[src/rtl/uart_pkg.sv]
// uart_pkg: state encoding and parameter helpers shared by the UART transmit path
// and the receiver that will reuse the same divisor arithmetic.
package uart_pkg;

  typedef enum logic [2:0] {
    IDLE,
    START,
    DATA,
    PARITY,
    STOP
  } uart_state_t;

  function automatic int uart_clog2(input int value);
    int result;
    result = 0;
    for (int i = 0; i < 31; i++) begin
      if ((1 << i) < value) result = i + 1;
    end
    return result;
  endfunction

  // Truncating divide: the line rate error this introduces is accepted by design.
  function automatic int uart_div(input int clk_freq, input int baud);
    return clk_freq / baud;
  endfunction

endpackage

[src/rtl/uart_baud_gen.sv]
// uart_baud_gen: free-running 0..DIV-1 bit-period counter; restart realigns it so
// the next bit starts exactly on the cycle after restart.
module uart_baud_gen
  import uart_pkg::*;
#(
  parameter int DIV = 434
) (
  input  logic clk,
  input  logic rst_n,
  input  logic restart,
  output logic tick
);

  localparam int CW = (uart_clog2(DIV) < 1) ? 1 : uart_clog2(DIV);

  logic [CW-1:0] count;

  always_ff @(posedge clk or negedge rst_n) begin
    if (!rst_n) begin
      count <= '0;
    end else if (restart || (count == CW'(DIV - 1))) begin
      count <= '0;
    end else begin
      count <= count + 1'b1;
    end
  end

  assign tick = (count == CW'(DIV - 1));

endmodule

[src/rtl/uart_tx_fifo.sv]
// uart_tx_fifo: UART transmitter fed by an internal word FIFO, frames sent back-to-back.
// Optional parity bit (and PARITY_ODD parameter) enabled by defining UART_PARITY_EN.
module uart_tx_fifo
  import uart_pkg::*;
#(
  parameter int CLK_FREQ   = 50_000_000,
  parameter int BAUD       = 115200,
  parameter int DATA_BITS  = 8,
  parameter int STOP_BITS  = 1,
  parameter int FIFO_DEPTH = 16
`ifdef UART_PARITY_EN
  ,parameter bit PARITY_ODD = 1'b0
`endif
) (
  input  logic                 clk,
  input  logic                 rst_n,
  input  logic                 wr_en,
  input  logic [DATA_BITS-1:0] wr_data,
  output logic                 full,
  output logic                 empty,
  output logic                 overflow,
  output logic                 tx,
  output logic                 busy,
  output logic                 tx_done
);

  localparam int DIV = uart_div(CLK_FREQ, BAUD);
  localparam int AW  = uart_clog2(FIFO_DEPTH);
  localparam int BW  = uart_clog2(DATA_BITS);

  logic [DATA_BITS-1:0] mem [FIFO_DEPTH];
  logic [AW:0]          wr_ptr, rd_ptr, wr_ptr_next, rd_ptr_next;
  logic [DATA_BITS-1:0] head;
  logic                 push, pop;

  uart_state_t          state, state_next;
  logic [DATA_BITS-1:0] shift_reg;
  logic [BW-1:0]        bit_cnt;
  logic                 stop_cnt;
  logic                 tick, restart, shift_en, stop_adv, frame_end, tx_next;
  logic                 last_bit, last_stop;
`ifdef UART_PARITY_EN
  logic                 parity_q;
`endif

  assign push        = wr_en && !full;
  assign wr_ptr_next = push ? wr_ptr + (AW + 1)'(1) : wr_ptr;
  assign rd_ptr_next = pop  ? rd_ptr + (AW + 1)'(1) : rd_ptr;
  assign head        = mem[rd_ptr[AW-1:0]];

  // Flags are registered from the next pointers so they are valid the cycle after a push/pop.
  always_ff @(posedge clk or negedge rst_n) begin
    if (!rst_n) begin
      wr_ptr   <= '0;
      rd_ptr   <= '0;
      full     <= 1'b0;
      empty    <= 1'b1;
      overflow <= 1'b0;
    end else begin
      wr_ptr   <= wr_ptr_next;
      rd_ptr   <= rd_ptr_next;
      full     <= (wr_ptr_next[AW] != rd_ptr_next[AW]) &&
                  (wr_ptr_next[AW-1:0] == rd_ptr_next[AW-1:0]);
      empty    <= (wr_ptr_next == rd_ptr_next);
      overflow <= overflow | (wr_en & full);
    end
  end

  always_ff @(posedge clk) begin
    if (push) mem[wr_ptr[AW-1:0]] <= wr_data;
  end

  uart_baud_gen #(.DIV(DIV)) u_baud (
    .clk     (clk),
    .rst_n   (rst_n),
    .restart (restart),
    .tick    (tick)
  );

  assign last_bit  = (bit_cnt == BW'(DATA_BITS - 1));
  assign last_stop = (stop_cnt == 1'(STOP_BITS - 1));

  always_ff @(posedge clk or negedge rst_n) begin
    if (!rst_n) state <= IDLE;
    else        state <= state_next;
  end

  always_comb begin
    state_next = state;
    pop        = 1'b0;
    restart    = 1'b0;
    shift_en   = 1'b0;
    stop_adv   = 1'b0;
    frame_end  = 1'b0;
    tx_next    = 1'b1;
    case (state)
      IDLE: begin
        if (!empty) begin
          pop        = 1'b1;
          restart    = 1'b1;
          state_next = START;
        end
      end
      START: begin
        tx_next = 1'b0;
        if (tick) state_next = DATA;
      end
      DATA: begin
        tx_next = shift_reg[0];
        if (tick) begin
          shift_en = 1'b1;
`ifdef UART_PARITY_EN
          if (last_bit) state_next = PARITY;
`else
          if (last_bit) state_next = STOP;
`endif
        end
      end
`ifdef UART_PARITY_EN
      PARITY: begin
        tx_next = parity_q;
        if (tick) state_next = STOP;
      end
`endif
      STOP: begin
        if (tick) begin
          if (!last_stop) begin
            stop_adv = 1'b1;
          end else begin
            frame_end = 1'b1;
            if (!empty) begin
              pop        = 1'b1;
              restart    = 1'b1;
              state_next = START;
            end else begin
              state_next = IDLE;
            end
          end
        end
      end
      default: state_next = IDLE;
    endcase
  end

  // Line outputs are registered one cycle behind the state so tx is glitch-free.
  always_ff @(posedge clk or negedge rst_n) begin
    if (!rst_n) begin
      shift_reg <= '0;
      bit_cnt   <= '0;
      stop_cnt  <= 1'b0;
`ifdef UART_PARITY_EN
      parity_q  <= 1'b0;
`endif
      tx        <= 1'b1;
      busy      <= 1'b0;
      tx_done   <= 1'b0;
    end else begin
      if (pop) begin
        shift_reg <= head;
        bit_cnt   <= '0;
        stop_cnt  <= 1'b0;
`ifdef UART_PARITY_EN
        parity_q  <= (^head) ^ PARITY_ODD;
`endif
      end else begin
        if (shift_en) begin
          shift_reg <= shift_reg >> 1;
          bit_cnt   <= bit_cnt + 1'b1;
        end
        if (stop_adv) stop_cnt <= stop_cnt + 1'b1;
      end
      tx      <= tx_next;
      busy    <= (state != IDLE);
      tx_done <= frame_end;
    end
  end

endmodule

[config.mk]
export PLATFORM = sky130hd
export DESIGN_NAME = uart_tx_fifo
export DESIGN_NICKNAME = d
export VERILOG_FILES = /design/src/rtl/uart_pkg.sv /design/src/rtl/uart_baud_gen.sv /design/src/rtl/uart_tx_fifo.sv
export SDC_FILE = /design/constraint.sdc
export NUM_CORES = 1
export LEC_CHECK = 0
export CAP_MARGIN = 20
export CORE_UTILIZATION = 44
export DETAILED_ROUTE_END_ITERATION = 8
export PLACE_DENSITY_LB_ADDON = 0.3
export SLEW_MARGIN = 20
export SYNTH_ARGS = -nofsm -noshare
export SYNTH_HDL_FRONTEND = slang
export SYNTH_HIERARCHICAL = 1
export SYNTH_SLANG_ARGS = --single-unit
[constraint.sdc]
create_clock -name clk -period 3.21 [get_ports clk]
set_clock_uncertainty 0.1 [all_clocks]
set_input_delay 0.321 -clock clk [delete_from_list [all_inputs] [get_ports clk]]
set_output_delay 0.321 -clock clk [all_outputs]
set_load 0.01 [all_outputs]
==> impl_table.tex <==
\begin{tabular}{lr}
\hline
Metric & Value \\
\hline
\multicolumn{2}{l}{\textbf{Clock tree}} \\
Sink Count & 168 \\
Clk Tree Root Cell & sky130\_fd\_sc\_hd\_\_clkbuf\_16 \\
Total clock buffers created by CTS & 17 \\
Clock tree from TritonCTS & yes \\
Clock Latency Late Sink & 0.42 ns \\
Depth of the CTS H-tree & 4 \\
Clock Path Buffers & 2 \\
Clock-pin transition on the worst setup and hold timing paths & 0.06 ns \\
Post-CTS setup-driven buffer insertion count & 0 \\
\multicolumn{2}{l}{\textbf{Detailed routing}} \\
Vias after detailed routing & 3626 \\
Post-route DRC & 0 \\
First-pass detailed-route iteration total & 4 \\
Vias per cell & 5.36 \\
Number of nets with antenna violations after detailed routing & 0 \\
Post-detailed-route wirelength per cell & 19.0 µm \\
WL final & 12.9 mm \\
First DRT Iteration DRCs & 299 \\
\multicolumn{2}{l}{\textbf{Setup path}} \\
Category of the critical setup timing path & register to register \\
Family with the most delay on the worst path & simple AND/OR/NAND/NOR gates \\
Required time reported for the critical path endpoint & 3.45 ns \\
Worst Path Buf+Inv & 0 \\
Longest individual stage delay on the worst path & 0.45 ns \\
Crit path max fanout & 6 \\
List of cells traversed by the critical path & or3\_4 > nor3\_1 > or2b\_4 > a211oi\_1 > xor3\_1 > or3\_4 > nor3b\_2 \\
CP endpoint kind & register \\
Crit path max-delay cell type & sky130\_fd\_sc\_hd\_\_dfrtp\_1 \\
Crit path launch type & register \\
Crit path top cell by count & sky130\_fd\_sc\_hd\_\_or3\_4 \\
Arrival time worst endpoint & 3.12 ns \\
\multicolumn{2}{l}{\textbf{STA}} \\
Hold violation count in the final report & 0 \\
RSZ-0062 raised after global routing & false \\
Relative max-transition margin & 0.401 \\
Highest clock frequency the design can meet & 0.348 GHz \\
Final setup viols & 0 \\
Final critical-path setup slack & 0.338 ns \\
Final sum of negative setup slack & 0 ns \\
Crit share post-route & 0.895 \\
Pins over their slew limit & 0 \\
Worst-Margin Slew & 0.899 ns \\
Final-layout worst hold slack & 0.354 ns \\
Post-route minimum period & 2.87 ns \\
\multicolumn{2}{l}{\textbf{Yosys}} \\
Synthesized instance count & 412 \\
Synth Cell Area & 7000 µm² \\
Syn avg cell area & 17.0 µm² \\
Syn nets & 432 \\
Most frequent cells after synthesis & 128 x sky130\_fd\_sc\_hd\_\_edfxtp\_1, 38 x sky130\_fd\_sc\_hd\_\_dfrtp\_1, 36 x sky130\_fd\_sc\_hd\_\_nand2\_1 \\
Post-Synth XOR/XNOR Area & 0.0270 \\
Top FF cell, synth & sky130\_fd\_sc\_hd\_\_edfxtp\_1 \\
Register area share after synthesis & 0.693 \\
Synth unique cells & 54 \\
Library cell occupying the most area in the post-synthesis netlist & sky130\_fd\_sc\_hd\_\_edfxtp\_1 \\
Register bit total from synthesis & 168 \\
Area fraction in compound gates after synthesis & 0.0436 \\
Post-synthesis simple-gate area fraction & 0.0740 \\
Largest family of logic cells by synthesized area & multiplexers \\
Post-synth top area share & 0.549 \\
Synth Warn \# & 6 \\
Cell types occupying the most area after synthesis & sky130\_fd\_sc\_hd\_\_edfxtp\_1 55\%, sky130\_fd\_sc\_hd\_\_dfrtp\_1 14\%, sky130\_fd\_sc\_hd\_\_mux4\_2 11\%, sky130\_fd\_sc\_hd\_\_mux2i\_1 2.0\%, sky130\_fd\_sc\_hd\_\_nand2\_1 1.9\% \\
Multiplexer share of the synthesized area & 0.126 \\
Most used standard cell by instance count after synthesis & sky130\_fd\_sc\_hd\_\_edfxtp\_1 \\
FFs w/ async S/R, synth & 0.238 \\
Adder and majority cell fraction of the synthesized area & 0.0161 \\
Number of synthesized flops with an enable pin & 128 \\
\multicolumn{2}{l}{\textbf{Final layout}} \\
Flip-flop count of the largest register, all copies and words added & 128 \\
Multi-input logic area & 2010 µm² \\
Total Nets Final & 473 \\
Number of inserted diodes & 0 \\
Fill cells & 1218 \\
Layout cell share with drive strength beyond 1 & 0.223 \\
Sequential standard cell area & 4850 µm² \\
Growth of design area from synthesis to finish & 15.5\% \\
\multicolumn{2}{l}{\textbf{Job}} \\
Max Cap Viol & 0 \\
\multicolumn{2}{l}{\textbf{Global routing}} \\
Pin count of the biggest net entering global routing & 41 \\
Overflow after GRT & 0 \\
Initial antenna violation count & 0 \\
All-layer global routing usage & 0.175 \\
Via count of the first global-routing pass & 3693 \\
First-pass GRT wire length & 20.7 mm \\
\multicolumn{2}{l}{\textbf{Placed design}} \\
Worst setup slack after placement & 0.325 ns \\
Final weighted congestion in routability-driven placement & 0.748 \\
Buffers on Ports & 16 \\
Half-perimeter wire length of the detailed placement result & 8.39 mm \\
\multicolumn{2}{l}{\textbf{Power and ir drop}} \\
Internal Dissipation & 3960 µW \\
Clock Power Share & 0.378 \\
Power spent charging and discharging nets & 1260 µW \\
Peak VDD IR & 0.472 mV \\
Share of total power in sequential cells & 0.508 \\
Share of total power in combinational logic & 0.113 \\
Pwr per Cell Area & 646 nW/µm² \\
Static leakage power & 0.00282 µW \\
Switching share of power & 0.242 \\
\multicolumn{2}{l}{\textbf{Floorplan}} \\
Placeable core area & 15400 µm² \\
Die X & 128 µm \\
Die extent in y & 128 µm \\
Site Rows & 45 \\
Initial Util & 0.455 \\
Total die area & 16400 µm² \\
Number of top-level design ports & 17 \\
\multicolumn{2}{l}{\textbf{Min path}} \\
Class of the tightest hold or removal check & register to register \\
\multicolumn{2}{l}{\textbf{Outcome}} \\
Outcome & completed \\
\hline
\end{tabular}
==> kinds of logic after synthesis <==
logic type	after synthesis
adders and majority gates	9
muxes	47
and+or+nand+nor	102
DFF	168
xor gates and xnor gates	19
AOI/OAI and AO/OA	38
buffers and inverters	29
==> power by group through the flow <==
stage | Combinational [µW] | Clock, µW | Sequential (µW)
after floorplan | 399 | 0 | 2650
after global placement | 589 | 0 | 2680
after detailed placement | 598 | 0 | 2700
after CTS | 602 | 2010 | 2650
after global routing | 650 | 2100 | 2670
final | 592 | 1970 | 2650
==> area by class of cell <==
cell class,count,area share
Clock buffer,17,0.0527
Clock inverter,15,0.0184
Inverter,11,0.00573
Multi-Input combinational cell,215,0.249
Sequential cell,168,0.600
Tap cell,211,0.0327
Timing Repair Buffer,40,0.0418
==> cells in the final DEF (no fill, tap or decap), types with 10 or more instances in the layout <==
| cell type | synthesis | routed |
|---|---|---|
| sky130_fd_sc_hd__mux2i_1 | 14 | 14 |
| sky130_fd_sc_hd__clkdlybuf4s50_1 | 0 | 15 |
| sky130_fd_sc_hd__clkbuf_16 | 0 | 17 |
| sky130_fd_sc_hd__dfrtp_1 | 38 | 37 |
| sky130_fd_sc_hd__edfxtp_1 | 128 | 128 |
| sky130_fd_sc_hd__inv_1 | 10 | 10 |
| sky130_fd_sc_hd__nand2_1 | 36 | 36 |
| sky130_fd_sc_hd__mux4_2 | 33 | 33 |
| sky130_fd_sc_hd__buf_4 | 2 | 23 |
| sky130_fd_sc_hd__xnor2_1 | 10 | 10 |
| sky130_fd_sc_hd__nor2_1 | 27 | 27 |
==> final timing paths <==
kind	startpoint	slack, ns	endpoint	depth (start not counted)
max reg2reg	u_baud/count[2]	0.34	empty	7
max	u_baud/count[2]	0.34	empty	7
max in group asynchronous	rst_n	1.92	rd_ptr[0]	2
min in group asynchronous	rst_n	0.48	u_baud/count[8]	2
min	overflow	0.35	overflow	1
min reg2reg	overflow	0.35	overflow	1
==> layer usage <==
layer  GRT usage  vias to the layer above  part of all wire
met2       0.280                       68              0.48
met5           0                        -                 0
met1       0.237                     1867              0.46
met3      0.0463                       13             0.043
li1            -                     1678                 -
met4      0.0526                        0             0.012
==> through the flow <==
step / instances / util / instance area, µm² / power (µW)
2_1_floorplan: 412 / - / 7000 / 3050
3_3_place_gp: 644 / 0.488 / 7490 / 3270
3_5_place_dp: 644 / 0.488 / 7490 / 3290
4_1_cts: 677 / 0.526 / 8080 / 5260
5_1_grt: 677 / 0.526 / 8080 / 5420
6_report: 677 / 0.526 / 8080 / 5220
==> timing repair <==
item | in CTS | in global routing
gates resized for setup | 0 | 0
hold buffers | 1 | 0
endpoints found under the hold margin | 38 | 0
(Power assumes the default switching activity.)
